[config.mk]
export PLATFORM = sky130hd
export DESIGN_NAME = shot_scheduler_flat
export DESIGN_NICKNAME = d
export VERILOG_FILES = /design/src/rtl/shot_scheduler_if.sv /design/src/rtl/shot_scheduler.sv /design/src/flat_wrapper.sv
export SDC_FILE = /design/constraint.sdc
export NUM_CORES = 1
export LEC_CHECK = 0
export BUFFER_PORTS_ARGS = -buffer_cell sky130_fd_sc_hd__buf_2
export CAP_MARGIN = 15
export CELL_PAD_IN_SITES_DETAIL_PLACEMENT = 1
export CELL_PAD_IN_SITES_GLOBAL_PLACEMENT = 1
export CORE_UTILIZATION = 38
export DETAILED_ROUTE_END_ITERATION = 6
export GPL_TIMING_DRIVEN = 0
export PLACE_DENSITY = 0.79
export SYNTH_ARGS = -nofsm -noshare
export SYNTH_HDL_FRONTEND = slang
export SYNTH_SLANG_ARGS = --single-unit
[constraint.sdc]
create_clock -name clk -period 2.1 [get_ports clk]
set_input_delay 0 -clock clk [delete_from_list [all_inputs] [get_ports clk]]
set_output_delay 0 -clock clk [all_outputs]
set_load 0.01 [all_outputs]
[src/rtl/shot_scheduler_if.sv]
// Link between the shot scheduler and the trajectory calculator.
// The scheduler drives launch parameters and control; the calculator returns its result.
interface shot_scheduler_if;
    logic       calc_shoot;
    logic [4:0] calc_x;
    logic [4:0] calc_rise;
    logic [4:0] calc_run;
    logic       calc_dir;
    logic       calc_ena;
    logic       calc_clr;
    logic       calc_result_valid;
    logic       calc_hit;

    modport master (
        output calc_shoot, calc_x, calc_rise, calc_run, calc_dir, calc_ena, calc_clr,
        input  calc_result_valid, calc_hit
    );

    modport slave (
        input  calc_shoot, calc_x, calc_rise, calc_run, calc_dir, calc_ena, calc_clr,
        output calc_result_valid, calc_hit
    );
endinterface

[src/rtl/shot_scheduler.sv]
// Two-player turn controller: round-robin shot arbitration, calculator launch/wait
// with timeout recovery, and per-player hit scoring up to the winning score.
//
// state     | meaning
// ----------+-----------------------------------------------------------
// S_IDLE    | waiting for a shot request, arbitrates and latches params
// S_LAUNCH  | one cycle; schedules the calc_shoot pulse
// S_WAIT    | waiting for calculator result, timeout counter running
// S_REPORT  | one cycle; shot_done/shot_hit visible, score already updated
// S_GAMEOVER| a player reached the win score; only new_game leaves
module shot_scheduler #(
    parameter int SCORE_W   = 4,
    parameter int WIN_SCORE = 7,
    parameter int TIMEOUT   = 63
) (
    input  logic               clk,
    input  logic               rst_n,
    input  logic [1:0]         req,
    input  logic [4:0]         p0_x,
    input  logic [4:0]         p0_rise,
    input  logic [4:0]         p0_run,
    input  logic               p0_dir,
    input  logic [4:0]         p1_x,
    input  logic [4:0]         p1_rise,
    input  logic [4:0]         p1_run,
    input  logic               p1_dir,
    input  logic               new_game,
    shot_scheduler_if.master   calc,
    output logic [1:0]         grant,
    output logic               busy,
    output logic               shot_done,
    output logic               shot_hit,
    output logic               timeout_err,
    output logic [SCORE_W-1:0] score0,
    output logic [SCORE_W-1:0] score1,
    output logic               game_over,
    output logic               winner
);

    localparam int CNT_W = (TIMEOUT < 2) ? 1 : $clog2(TIMEOUT + 1);
    localparam logic [CNT_W-1:0]   TIMEOUT_VAL = CNT_W'(TIMEOUT);
    localparam logic [SCORE_W-1:0] WIN_VAL     = SCORE_W'(WIN_SCORE);
    localparam logic [SCORE_W-1:0] SCORE_MAX   = '1;

    typedef enum logic [2:0] {
        S_IDLE,
        S_LAUNCH,
        S_WAIT,
        S_REPORT,
        S_GAMEOVER
    } state_t;

    state_t             state_q, state_d;
    logic [1:0]         grant_q, grant_d;
    logic               last_grant_q, last_grant_d;
    logic [CNT_W-1:0]   cnt_q, cnt_d;
    logic [4:0]         calc_x_q, calc_x_d;
    logic [4:0]         calc_rise_q, calc_rise_d;
    logic [4:0]         calc_run_q, calc_run_d;
    logic               calc_dir_q, calc_dir_d;
    logic               calc_shoot_q, calc_shoot_d;
    logic               calc_clr_q, calc_clr_d;
    logic               busy_q, busy_d;
    logic               shot_done_q, shot_done_d;
    logic               shot_hit_q, shot_hit_d;
    logic               timeout_err_q, timeout_err_d;
    logic [SCORE_W-1:0] score0_q, score0_d;
    logic [SCORE_W-1:0] score1_q, score1_d;
    logic               game_over_q, game_over_d;
    logic               winner_q, winner_d;
    logic               pick;
    logic               won;

    always_ff @(posedge clk or negedge rst_n) begin
        if (!rst_n) begin
            state_q       <= S_IDLE;
            grant_q       <= '0;
            last_grant_q  <= 1'b1;
            cnt_q         <= '0;
            calc_x_q      <= '0;
            calc_rise_q   <= '0;
            calc_run_q    <= '0;
            calc_dir_q    <= 1'b0;
            calc_shoot_q  <= 1'b0;
            calc_clr_q    <= 1'b0;
            busy_q        <= 1'b0;
            shot_done_q   <= 1'b0;
            shot_hit_q    <= 1'b0;
            timeout_err_q <= 1'b0;
            score0_q      <= '0;
            score1_q      <= '0;
            game_over_q   <= 1'b0;
            winner_q      <= 1'b0;
        end else begin
            state_q       <= state_d;
            grant_q       <= grant_d;
            last_grant_q  <= last_grant_d;
            cnt_q         <= cnt_d;
            calc_x_q      <= calc_x_d;
            calc_rise_q   <= calc_rise_d;
            calc_run_q    <= calc_run_d;
            calc_dir_q    <= calc_dir_d;
            calc_shoot_q  <= calc_shoot_d;
            calc_clr_q    <= calc_clr_d;
            busy_q        <= busy_d;
            shot_done_q   <= shot_done_d;
            shot_hit_q    <= shot_hit_d;
            timeout_err_q <= timeout_err_d;
            score0_q      <= score0_d;
            score1_q      <= score1_d;
            game_over_q   <= game_over_d;
            winner_q      <= winner_d;
        end
    end

    // On a tie the player who did not shoot last wins; otherwise the lone requester.
    always_comb begin
        if (req == 2'b11) pick = ~last_grant_q;
        else              pick = req[1];
    end

    assign won = shot_hit_q && ((grant_q[1] ? score1_q : score0_q) == WIN_VAL);

    always_comb begin
        state_d       = state_q;
        grant_d       = grant_q;
        last_grant_d  = last_grant_q;
        cnt_d         = cnt_q;
        calc_x_d      = calc_x_q;
        calc_rise_d   = calc_rise_q;
        calc_run_d    = calc_run_q;
        calc_dir_d    = calc_dir_q;
        calc_shoot_d  = 1'b0;
        calc_clr_d    = 1'b0;
        shot_done_d   = 1'b0;
        shot_hit_d    = shot_hit_q;
        timeout_err_d = 1'b0;
        score0_d      = score0_q;
        score1_d      = score1_q;
        game_over_d   = game_over_q;
        winner_d      = winner_q;

        case (state_q)
            S_IDLE: begin
                if (req != 2'b00) begin
                    grant_d      = pick ? 2'b10 : 2'b01;
                    last_grant_d = pick;
                    calc_x_d     = pick ? p1_x    : p0_x;
                    calc_rise_d  = pick ? p1_rise : p0_rise;
                    calc_run_d   = pick ? p1_run  : p0_run;
                    calc_dir_d   = pick ? p1_dir  : p0_dir;
                    state_d      = S_LAUNCH;
                end
            end
            S_LAUNCH: begin
                calc_shoot_d = 1'b1;
                cnt_d        = '0;
                state_d      = S_WAIT;
            end
            S_WAIT: begin
                cnt_d = cnt_q + CNT_W'(1);
                // Result and score are registered together so both appear with shot_done.
                if (calc.calc_result_valid) begin
                    shot_hit_d  = calc.calc_hit;
                    shot_done_d = 1'b1;
                    state_d     = S_REPORT;
                    if (calc.calc_hit) begin
                        if (grant_q[1])
                            score1_d = (score1_q == SCORE_MAX) ? score1_q : score1_q + SCORE_W'(1);
                        else
                            score0_d = (score0_q == SCORE_MAX) ? score0_q : score0_q + SCORE_W'(1);
                    end
                end else if (cnt_q == TIMEOUT_VAL) begin
                    shot_hit_d    = 1'b0;
                    shot_done_d   = 1'b1;
                    timeout_err_d = 1'b1;
                    calc_clr_d    = 1'b1;
                    state_d       = S_REPORT;
                end
            end
            S_REPORT: begin
                grant_d = 2'b00;
                if (won) begin
                    game_over_d = 1'b1;
                    winner_d    = grant_q[1];
                    state_d     = S_GAMEOVER;
                end else begin
                    state_d = S_IDLE;
                end
            end
            S_GAMEOVER: begin
                state_d = S_GAMEOVER;
            end
            default: begin
                state_d = S_IDLE;
            end
        endcase

        // new_game overrides everything, abandoning any shot without reporting it.
        if (new_game) begin
            state_d       = S_IDLE;
            grant_d       = 2'b00;
            last_grant_d  = 1'b1;
            cnt_d         = '0;
            calc_shoot_d  = 1'b0;
            calc_clr_d    = 1'b1;
            shot_done_d   = 1'b0;
            shot_hit_d    = 1'b0;
            timeout_err_d = 1'b0;
            score0_d      = '0;
            score1_d      = '0;
            game_over_d   = 1'b0;
            winner_d      = 1'b0;
        end

        busy_d = (state_d == S_LAUNCH) || (state_d == S_WAIT);
    end

    assign calc.calc_shoot = calc_shoot_q;
    assign calc.calc_x     = calc_x_q;
    assign calc.calc_rise  = calc_rise_q;
    assign calc.calc_run   = calc_run_q;
    assign calc.calc_dir   = calc_dir_q;
    assign calc.calc_clr   = calc_clr_q;
    assign calc.calc_ena   = (state_q != S_GAMEOVER);

    assign grant       = grant_q;
    assign busy        = busy_q;
    assign shot_done   = shot_done_q;
    assign shot_hit    = shot_hit_q;
    assign timeout_err = timeout_err_q;
    assign score0      = score0_q;
    assign score1      = score1_q;
    assign game_over   = game_over_q;
    assign winner      = winner_q;

endmodule
[src/flat_wrapper.sv]
// flat-port wrapper written by rule: the top's interface ports become plain ports
module shot_scheduler_flat 
#(
    parameter int SCORE_W   = 4,
    parameter int WIN_SCORE = 7,
    parameter int TIMEOUT   = 63
)
  (clk, rst_n, req, p0_x, p0_rise, p0_run, p0_dir, p1_x, p1_rise, p1_run, p1_dir, new_game, grant, busy, shot_done, shot_hit, timeout_err, score0, score1, game_over, winner, calc_calc_shoot, calc_calc_x, calc_calc_rise, calc_calc_run, calc_calc_dir, calc_calc_ena, calc_calc_clr, calc_calc_result_valid, calc_calc_hit);
  shot_scheduler_if calc_i ();
  input  logic clk;
  input  logic rst_n;
  input  logic [1:0] req;
  input  logic [4:0] p0_x;
  input  logic [4:0] p0_rise;
  input  logic [4:0] p0_run;
  input  logic p0_dir;
  input  logic [4:0] p1_x;
  input  logic [4:0] p1_rise;
  input  logic [4:0] p1_run;
  input  logic p1_dir;
  input  logic new_game;
  output logic [1:0] grant;
  output logic busy;
  output logic shot_done;
  output logic shot_hit;
  output logic timeout_err;
  output logic [SCORE_W-1:0] score0;
  output logic [SCORE_W-1:0] score1;
  output logic game_over;
  output logic winner;
  output wire logic [$bits(calc_i.calc_shoot)-1:0] calc_calc_shoot;
  output wire logic [$bits(calc_i.calc_x)-1:0] calc_calc_x;
  output wire logic [$bits(calc_i.calc_rise)-1:0] calc_calc_rise;
  output wire logic [$bits(calc_i.calc_run)-1:0] calc_calc_run;
  output wire logic [$bits(calc_i.calc_dir)-1:0] calc_calc_dir;
  output wire logic [$bits(calc_i.calc_ena)-1:0] calc_calc_ena;
  output wire logic [$bits(calc_i.calc_clr)-1:0] calc_calc_clr;
  input wire logic [$bits(calc_i.calc_result_valid)-1:0] calc_calc_result_valid;
  input wire logic [$bits(calc_i.calc_hit)-1:0] calc_calc_hit;
  assign calc_calc_shoot = calc_i.calc_shoot;
  assign calc_calc_x = calc_i.calc_x;
  assign calc_calc_rise = calc_i.calc_rise;
  assign calc_calc_run = calc_i.calc_run;
  assign calc_calc_dir = calc_i.calc_dir;
  assign calc_calc_ena = calc_i.calc_ena;
  assign calc_calc_clr = calc_i.calc_clr;
  assign calc_i.calc_result_valid = calc_calc_result_valid;
  assign calc_i.calc_hit = calc_calc_hit;
  shot_scheduler #(.SCORE_W(SCORE_W), .WIN_SCORE(WIN_SCORE), .TIMEOUT(TIMEOUT)) u_core (.clk(clk), .rst_n(rst_n), .req(req), .p0_x(p0_x), .p0_rise(p0_rise), .p0_run(p0_run), .p0_dir(p0_dir), .p1_x(p1_x), .p1_rise(p1_rise), .p1_run(p1_run), .p1_dir(p1_dir), .new_game(new_game), .calc(calc_i), .grant(grant), .busy(busy), .shot_done(shot_done), .shot_hit(shot_hit), .timeout_err(timeout_err), .score0(score0), .score1(score1), .game_over(game_over), .winner(winner));
endmodule
==> reports/metrics.yaml <==
flow_run:
  maxCapViolCount: 0
pwr:
  power_density_nw_per_um2: 793
  p_leak_nw: 1.36
  ir_drop_mv: 0.384
critical_path:
  crit_arrival_ns: 2.01
  worst_r2r_path_depth: 4
  path_cells: "buf_4 > nor4_2 > clkbuf_1 > a21oi_1"
  required_ns: 2.26
  crit_type: "flop to flop"
  regToRegSetupSlack_ns: 0.25
  timing.rr.end: "u_core.calc.calc_rise[2]"
  crit_path_end_kind: "flop"
  worstReg2RegStart: "u_core.state_q[1]"
  cp_max_fo: 10
  start_kind: "flop"
  critPathMaxStageDelay_ns: 0.56
  cp-startpoint: "u_core.state_q[1]"
  cpMaxStageDelayCell: "nor4_2"
synthesis:
  synth_common_cells: "43 x dfrtp_1, 30 x nor2_1, 28 x a21oi_1"
  synth-main-ff-cell: "dfrtp_1"
  yosysUniqueCellTypes: 43
  ys_async_sr_fraction_pct: 100
  yosysTopAreaCell: "dfrtp_1"
  synthCells: 225
  synth_top_area_share_pct: 47.8
  yosys.cell_count.top_type: "dfrtp_1"
  syn_nets: 267
  yosysSeqAreaShare_pct: 48.9
  syn_area_sq_um: 2250
  synth_edf_count: 0
  yosysWarnings: 0
  ys_seq_elements: 44
  ys_top_cells_by_area: "dfrtp_1 48%, mux2i_1 8.9%, a21oi_1 6.2%"
  avgSynthCellArea_sq_um: 10.0
global_routing:
  grt_pass1_wl_mm: 10.3
  grt_use_total_pct: 21.5
  antenna_found_initial: 0
  grt_overflow_total: 0
  grt_max_degree: 45
  grt_pass1_vias: 2066
cts:
  worstSkewPairLatency_ns: 0.30
  cts_tree: "built"
  cts_sinks: 44
  htreeDepth: 2
  cts_setup_buffers: 0
  root_buffer: "clkbuf_8"
  cts_buffer_depth: 2
  cts_buffers: 5
  cts.clk_slew.worst_paths_ns: 0.09
placed_design:
  place_inst: 369
  port_buffers: 72
  dp_hpwl_mm: 4.56
  finalWeightedCongestion: 0.816
routing:
  drc: 0
  via_per_inst: 5.33
  num_vias: 2056
  postRouteAntennaNets: 0
  drt_first_iter_violations: 94
  wl_mm: 6.46
  routedWlPerCell_microns: 16.7
  drt_first_pass_iters: 4
cells_and_area:
  multiInputGateArea_sq_um: 1050
  layout.area.seq_sq_um: 1100
  drive_above_1_share_pct: 30.3
  fillers: 681
  nNetsFinal: 355
  diodes: 0
  fin_cells: 386
  area_growth_pct: 29.6
floorplanning:
  ios: 74
  start_util_pct: 40.2
  die_y_microns: 79.0
  rows: 27
  dieWidth_microns: 79.0
  core_sq_um: 5610
  die-area_sq_um: 6240
status:
  status: "completed"
timing:
  tightest_slew_ns: 0.999
  fin_skew_ns: 0.00796
  period_share_pct: 88.3
  setup_viol: 0
  finalSetupTns_ns: 0
  slew_headroom_pct: 33.4
  fmax_mhz: 539
  report.final.slew_viol_count: 0
  rsz0062_at_grt: "false"
  fin_crit_ns: 1.85
  hold_violations: 0
hold_path:
  hold_class: "input port to flop"
  hold_path_depth: 3
  hp-start: "p1_rise[4]"
  hold_end: "u_core.calc.calc_rise[4]"
## through the flow
stage          util, %  worst slack, ns  hold slack [ns]  instance area, sq um  power [mW]
6_report          52.1            0.246          0.00154                  2920        2.32
5_1_grt           52.1            0.102           0.0106                  2920        2.43
4_1_cts           52.1            0.234         0.000232                  2920        2.34
3_5_place_dp      48.2            0.286            0.221                  2700        1.60
3_3_place_gp      48.2            0.309            0.225                  2700        1.58
2_1_floorplan        -            0.511           -0.296                  2250        1.35
## how the worst max path moves through the flow
stage,to,slack [ns],cells after the start
6_report,u_core.calc.calc_rise[2],0.25,4
5_1_grt,u_core.calc.calc_rise[2],0.10,4
4_1_cts,u_core.calc.calc_rise[2],0.23,4
3_5_place_dp,u_core.calc.calc_rise[2],0.29,4
3_3_place_gp,u_core.calc.calc_run[0],0.31,4
2_1_floorplan,u_core.score0[3],0.51,6
## cells in the final DEF (no fill, tap or decap), drive strengths merged, types with 6 or more instances in the layout
cell type / n
buf: 80
nor3: 6
dlygate4sd3: 9
nor4: 6
nor2: 30
clkbuf: 14
nand2: 12
o21ai: 6
mux2i: 20
inv: 6
nand3: 10
dfrtp: 43
a21oi: 28
## state kept, by name (all words and copies together) (netlist names), 2 cells and up
signal                 cells
u_core.cnt_q               6
u_core.calc.calc_rise      5
u_core.calc.calc_run       5
u_core.calc.calc_x         5
u_core.score0              4
u_core.score1              4
u_core.state_q             3
u_core.grant               2
## where the power goes
group	total, mW	internal [mW]	switching (mW)
sequential	1.02	0.959	0.0634
combinational	0.574	0.232	0.342
clock	0.720	0.420	0.300
total	2.32	1.61	0.705
## kinds of logic after synthesis
family,share of synthesized area [%]
compound gates,13.1
xor+xnor,1.94
fa+ha+maj,1.67
buf+inv,4.61
flops,48.9
mux,8.88
simple gates,20.9
## final cells by class
class | instances | area share, %
sequential | 44 | 37.7
multi-input combinational | 160 | 35.9
timing repair buffer | 81 | 15.4
clock buffer | 7 | 3.30
tap | 72 | 3.08
buffer | 15 | 2.78
clock inverter | 1 | 1.03
inverter | 6 | 0.771
## critical path, delay by kind of cell (launching register included)
| family | cells | cell delay [ns] |
|---|---|---|
| flops | 1 | 0.37 |
| simple gates | 1 | 0.56 |
| compound gates | 1 | 0.16 |
| buf+inv | 2 | 0.62 |
## layer usage
layer,track usage [%],part of all wire [%],vias to the layer above
li1,-,-,974
met1,27.6,43,1025
met2,35.9,51,48
met3,4.37,4.2,9
met4,7.09,1.3,0
met5,0,0,-
## repair_timing
item | in CTS | in global routing
endpoints found under the hold margin | 51 | 0
hold buffers | 9 | 0
endpoints found under the setup margin | 0 | 0
gates resized for setup | 0 | 0
Power figures use the tool's default switching activity.
